==> src/rtl/fifo_burst_ctrl.sv <==
// -----------------------------------------------------------------------------
// fifo_burst_ctrl
// Sequencer wrapped around an 8x256 single-clock FIFO whose q is valid one
// cycle after rdreq. It passes source bytes into the FIFO and drops them while
// the FIFO is full, recording each drop in a sticky overflow flag. Once
// BURST_LEN bytes are buffered it drains exactly BURST_LEN bytes as one read
// burst, then holds off for GAP_CYCLES idle cycles. A flush pulse arms a
// pending request that drains whatever is left, in bursts of up to BURST_LEN.
//
// Parameters
//   BURST_LEN    bytes per read burst and fill threshold (1..256)
//   GAP_CYCLES   idle cycles forced after each burst (0..255, 0 = no gap)
//
// Ports
//   sys_clk, sys_rst_n          clock, asynchronous active-low reset
//   in_valid, in_data           byte source (no backpressure)
//   flush                       1-cycle pulse: drain FIFO to empty
//   ovf_clr                     clears the sticky overflow flag
//   fifo_wr_req, fifo_wr_data   FIFO write side
//   fifo_rd_req                 FIFO read request (registered)
//   fifo_q, fifo_empty,
//   fifo_full, fifo_usedw       FIFO read data and status
//   out_valid, out_data,
//   out_last                    byte sink; out_last marks the end of a burst
//   busy                        high while bursting or in the post-burst gap
//   overflow                    sticky: at least one write was dropped
// -----------------------------------------------------------------------------
module fifo_burst_ctrl #(
  parameter int BURST_LEN  = 16,
  parameter int GAP_CYCLES = 4
) (
  input  logic       sys_clk,
  input  logic       sys_rst_n,
  input  logic       in_valid,
  input  logic [7:0] in_data,
  input  logic       flush,
  input  logic       ovf_clr,
  output logic       fifo_wr_req,
  output logic [7:0] fifo_wr_data,
  output logic       fifo_rd_req,
  input  logic [7:0] fifo_q,
  input  logic       fifo_empty,
  input  logic       fifo_full,
  input  logic [7:0] fifo_usedw,
  output logic       out_valid,
  output logic [7:0] out_data,
  output logic       out_last,
  output logic       busy,
  output logic       overflow
);

  localparam logic [1:0] S_IDLE  = 2'd0;
  localparam logic [1:0] S_BURST = 2'd1;
  localparam logic [1:0] S_GAP   = 2'd2;

  localparam logic [8:0] BURST_LEN_W = 9'(BURST_LEN);
  localparam logic [7:0] GAP_W       = 8'(GAP_CYCLES);

  logic [1:0] r_state;
  logic [8:0] r_len;
  logic [8:0] r_cnt;
  logic [7:0] r_gap_cnt;
  logic       r_rd_req;
  logic       r_out_valid;
  logic       r_out_last;
  logic       r_overflow;
  logic       r_flush_pend;

  logic [8:0] w_occ;
  logic       w_drop;
  logic       w_last_rd;
  logic       w_start;
  logic [8:0] w_start_len;

  // Write path is purely combinational: a byte offered while full is lost.
  assign fifo_wr_req  = in_valid & ~fifo_full;
  assign fifo_wr_data = in_data;
  assign w_drop       = in_valid & fifo_full;

  // usedw wraps to 0 at 256 entries, so full supplies the ninth bit.
  assign w_occ = fifo_full ? 9'd256 : {1'b0, fifo_usedw};

  // The read being issued this cycle is the final one of the burst.
  assign w_last_rd = r_rd_req & (r_cnt == r_len);

  // Burst launch decision in IDLE: a full threshold burst has priority, a
  // pending flush takes whatever is buffered (always < BURST_LEN here).
  // NOTE: every always_comb output gets a default first so no path leaves it
  // unassigned; otherwise synthesis infers a latch to hold the old value.
  always_comb begin
    w_start     = 1'b0;
    w_start_len = BURST_LEN_W;
    if (r_state == S_IDLE) begin
      if (w_occ >= BURST_LEN_W) begin
        w_start = 1'b1;
      end else if (r_flush_pend && !fifo_empty) begin
        w_start     = 1'b1;
        w_start_len = w_occ;
      end
    end
  end

  // NOTE: all state is updated with non-blocking assignments so every register
  // samples pre-edge values, independent of statement order or other blocks.
  always_ff @(posedge sys_clk or negedge sys_rst_n) begin
    if (!sys_rst_n) begin
      r_state   <= S_IDLE;
      r_len     <= '0;
      r_cnt     <= '0;
      r_gap_cnt <= '0;
      r_rd_req  <= 1'b0;
    end else begin
      case (r_state)
        S_IDLE: begin
          if (w_start) begin
            r_state  <= S_BURST;
            r_len    <= w_start_len;
            r_cnt    <= 9'd1;
            r_rd_req <= 1'b1;
          end
        end
        S_BURST: begin
          // The latched length never exceeds occupancy and writes only add
          // entries, so the burst runs to completion without checking empty.
          if (r_cnt == r_len) begin
            r_rd_req <= 1'b0;
            r_cnt    <= '0;
            if (GAP_CYCLES > 0) begin
              r_state   <= S_GAP;
              r_gap_cnt <= 8'd1;
            end else begin
              r_state <= S_IDLE;
            end
          end else begin
            r_cnt <= r_cnt + 9'd1;
          end
        end
        S_GAP: begin
          if (r_gap_cnt == GAP_W) begin
            r_state   <= S_IDLE;
            r_gap_cnt <= '0;
          end else begin
            r_gap_cnt <= r_gap_cnt + 8'd1;
          end
        end
        default: begin
          r_state  <= S_IDLE;
          r_rd_req <= 1'b0;
        end
      endcase
    end
  end

  // Output strobes trail the read request by the FIFO's one-cycle q latency.
  always_ff @(posedge sys_clk or negedge sys_rst_n) begin
    if (!sys_rst_n) begin
      r_out_valid <= 1'b0;
      r_out_last  <= 1'b0;
    end else begin
      r_out_valid <= r_rd_req;
      r_out_last  <= w_last_rd;
    end
  end

  // Sticky flags: a drop beats a same-cycle clear; a new flush beats the
  // empty-in-IDLE clear.
  always_ff @(posedge sys_clk or negedge sys_rst_n) begin
    if (!sys_rst_n) begin
      r_overflow   <= 1'b0;
      r_flush_pend <= 1'b0;
    end else begin
      if (w_drop) begin
        r_overflow <= 1'b1;
      end else if (ovf_clr) begin
        r_overflow <= 1'b0;
      end

      if (flush) begin
        r_flush_pend <= 1'b1;
      end else if ((r_state == S_IDLE) && fifo_empty) begin
        r_flush_pend <= 1'b0;
      end
    end
  end

  assign fifo_rd_req = r_rd_req;
  assign out_valid   = r_out_valid;
  assign out_last    = r_out_last;
  assign out_data    = fifo_q;
  assign busy        = (r_state != S_IDLE);
  assign overflow    = r_overflow;

endmodule
==> config.mk <==
export PLATFORM = sky130hd
export DESIGN_NAME = fifo_burst_ctrl
export DESIGN_NICKNAME = d
export VERILOG_FILES = /design/src/rtl/fifo_burst_ctrl.sv
export SDC_FILE = /design/constraint.sdc
export NUM_CORES = 1
export LEC_CHECK = 0
export CAP_MARGIN = 20
export CORE_UTILIZATION = 40
export DETAILED_ROUTE_END_ITERATION = 8
export PLACE_DENSITY_LB_ADDON = 0.08
export SLEW_MARGIN = 40
export SYNTH_ARGS = -nofsm -noshare
export SYNTH_HDL_FRONTEND = slang
export SYNTH_SLANG_ARGS = --single-unit
==> constraint.sdc <==
create_clock -name sys_clk -period 3.3 [get_ports sys_clk]
set_input_delay 0.825 -clock sys_clk [delete_from_list [all_inputs] [get_ports sys_clk]]
set_output_delay 0.825 -clock sys_clk [all_outputs]
set_load 0.01 [all_outputs]
==> results.py <==
metrics = {
    "final_layout": {
        "diodes": 0,
        "n_fill_cell": 420,
        "drive_gt1_frac": 0.1378,
        "nNetsFinal": 229,
        "final_cell_area_um2": 2064,
        "area_growth_pct": 12.40,
    },
    "critical_path": {
        "worst_ep_arrival_time_ns": 2.03,
        "criticalPathCategory": "in2out",
        "cp_cell_sequence": "clkdlybuf4s50_1 > and2b_2 > clkdlybuf4s50_1",
        "required_ns": 2.47,
        "max_stage_delay_ns": 0.51,
        "worst_setup_path_end_kind": "output pin",
        "r2r_end": "r_gap_cnt[6]",
        "rr_startpoint": "r_cnt[0]",
        "endpoint": "fifo_wr_req",
        "worstPathMaxFanout": 4,
        "crit_path_start": "fifo_full",
        "crit_top_cell": "clkdlybuf4s50_1",
        "r2r_cells": 5,
        "ff2ff_setup_slack_ns": 1.28,
        "critPathSlowestCell": "clkdlybuf4s50_1",
        "start_kind": "input port",
    },
    "logic_synthesis": {
        "synth.area.top_cells": "dfrtp_1 45%, buf_4 7.4%, xor2_1 4.8%",
        "yosys_warnings": 0,
        "syn_area_um2": 1837,
        "async_reset_ff_frac": 1.000,
        "synth_top_area_share": 0.4496,
        "synth-main-ff-cell": "dfrtp_1",
        "syn_inst": 185,
        "syn_nets": 219,
        "yosysTopAreaCell": "dfrtp_1",
        "seq_area_frac_synth": 0.4496,
        "synth_edf_count": 0,
        "syn-mean-instance-area_um2": 9.928,
        "ys_ff_latch": 33,
        "yosysUniqueCellTypes": 40,
    },
    "cts": {
        "htreeDepth": 2,
        "cts_tree": "done",
        "cts_setup_buffers": 0,
        "cts.clk_slew.worst_paths_ns": 0.07,
        "clkSinkCount": 33,
        "cts_resized": 0,
        "clockRootBuffer": "clkbuf_8",
        "clockBufferDepth": 2,
        "cts_hold_buf": 0,
        "insertion_delay_ns": 0.29,
        "cts_buffers": 5,
    },
    "drt": {
        "drt-initial-drc-count": 117,
        "ant_nets": 0,
        "vias": 1370,
        "vias_per_cell": 5.524,
        "drc": 0,
        "first_pass_iters": 4,
        "avgRoutedWirePerCell_um": 14.71,
        "totalWireLength_mm": 3.649,
    },
    "timing": {
        "fmax_mhz": 350.2,
        "fin_skew_ns": 0.01115,
        "final_max_slew_viol_count": 0,
        "hold_viol_final": 0,
        "rsz0062_at_grt": "false",
        "tightest_slew_ns": 0.5513,
        "whs_ns": 0.4527,
        "maxSlewHeadroom": 0.6308,
        "final.setup.tns_ns": 0,
        "finalSetupViolations": 0,
        "fin_crit_ns": 2.856,
        "timing.final.crit_share": 0.8653,
    },
    "grt": {
        "grt.overflow.total": 0,
        "antenna_found_initial": 0,
        "grt_max_degree": 34,
        "grt_pass1_vias": 1318,
        "grt_use_total": 0.1648,
        "grt_pass1_wl_mm": 6.341,
    },
    "pwr": {
        "irDropWorstVdd_mv": 0.2116,
        "powerDensity_nw_per_um2": 361.0,
        "leakage_uw": 0.0009333,
    },
    "floorplanning": {
        "die_h_um": 69.77,
        "start_util": 0.4189,
        "core_um2": 4384,
        "io_pins": 53,
        "row_count": 24,
        "die_w_um": 69.77,
        "die-area_um2": 4867,
    },
    "place": {
        "io_buffers": 20,
        "place_hpwl_mm": 2.517,
        "gp_congestion": 0.8299,
        "postPlaceCellArea_um2": 1978,
    },
    "min_path": {
        "hold_class": "reg2reg",
    },
    "run": {
        "cap_violations": 0,
    },
    "run_status": {
        "outcome": "finished, final reports clean",
    },
}
[synth_stat cells (all sizes together) (2+ instances only)]
cell / count
nand2: 14
xor2: 10
nor2: 10
mux2i: 3
buf: 18
ha: 3
nor3: 2
nand3: 11
a21o: 4
or2: 3
nand4: 3
a21oi: 10
nor2b: 2
a31oi: 5
dfrtp: 33
a221oi: 2
and3: 5
o21ai: 9
and2: 4
a22o: 6
inv: 9
and2b: 2
nand2b: 2
a31o: 3
[state kept, by name (all words and copies together), names as in the netlist]
signal and count:
r_cnt 9, r_len 9, r_gap_cnt 8, r_state 2, fifo_rd_req 1, out_last 1, out_valid 1, overflow 1
r_flush_pend 1
[critical path: cells and delay by family]
family | cells | cell delay, ns
buffers and inverters | 2 | 0.98
AND/OR/NAND/NOR | 1 | 0.23
[power by group]
part	switching (uW)	total, uW	internal [uW]
logic	14.3	34.7	20.4
registers	0.647	406	405
clock network	159	305	146
[how the worst min path moves through the flow]
stage                             from            to  slack, ns  cells past startpoint
after global routing       fifo_rd_req     out_valid       0.49                      0
final                      fifo_rd_req     out_valid       0.45                      0
after detailed placement   fifo_rd_req     out_valid       0.44                      0
after floorplan           r_flush_pend  r_flush_pend       0.44                      1
after global placement     fifo_rd_req     out_valid       0.44                      0
after CTS                  fifo_rd_req     out_valid       0.46                      0
[metal layers]
layer | GRT usage | wire length [um]
met1 | 0.2260 | 1786
met2 | 0.2350 | 1528
met3 | 0.05959 | 262
met4 | 0.06667 | 72
met5 | 0 | 0
[per-stage QoR]
| stage | setup slack, ns | power [uW] | util | std cells |
|---|---|---|---|---|
| after floorplan | 1.033 | 438.6 | - | 185 |
| after global placement | 0.4515 | 448.7 | 0.4512 | 240 |
| after detailed placement | 0.4518 | 449.6 | 0.4512 | 240 |
| after CTS | 0.4414 | 756.8 | 0.4709 | 248 |
| after global routing | 0.4196 | 780.5 | 0.4709 | 248 |
| final | 0.4445 | 745.4 | 0.4709 | 248 |
[cell type report]
cell class / count / area [um^2] / area share
clock buffers: 5 / 68.82 / 0.03333
well taps: 52 / 65.06 / 0.03152
multi-input cells: 124 / 838.3 / 0.4061
repair buffers: 22 / 215.2 / 0.1042
flip-flops and latches: 33 / 825.8 / 0.4000
inverters: 9 / 33.78 / 0.01636
clock inverters: 3 / 17.52 / 0.008485
[cell families (layout without fill, tap and decap cells)]
family | Yosys count | count (layout) | share of synthesized area
multiplexers | 3 | 3 | 0.01635
AO/OA/AOI/OAI | 46 | 46 | 0.1839
buffers and inverters | 28 | 39 | 0.09400
XOR/XNOR | 10 | 10 | 0.04768
AND/OR/NAND/NOR | 62 | 62 | 0.1880
adder cells (fa/ha/maj) | 3 | 3 | 0.02044
flip-flops | 33 | 33 | 0.4496
[placed cells by master, fill, tap and decap left out, drive strengths merged, types with 6 or more instances in the layout]
| cell | n |
|---|---|
| dfrtp | 33 |
| clkdlybuf4s50 | 20 |
| nand2 | 14 |
| nand3 | 11 |
| nor2 | 10 |
| xor2 | 10 |
| a21oi | 10 |
| inv | 9 |
| o21ai | 9 |
| a22o | 6 |
(Power assumes the default switching activity.)
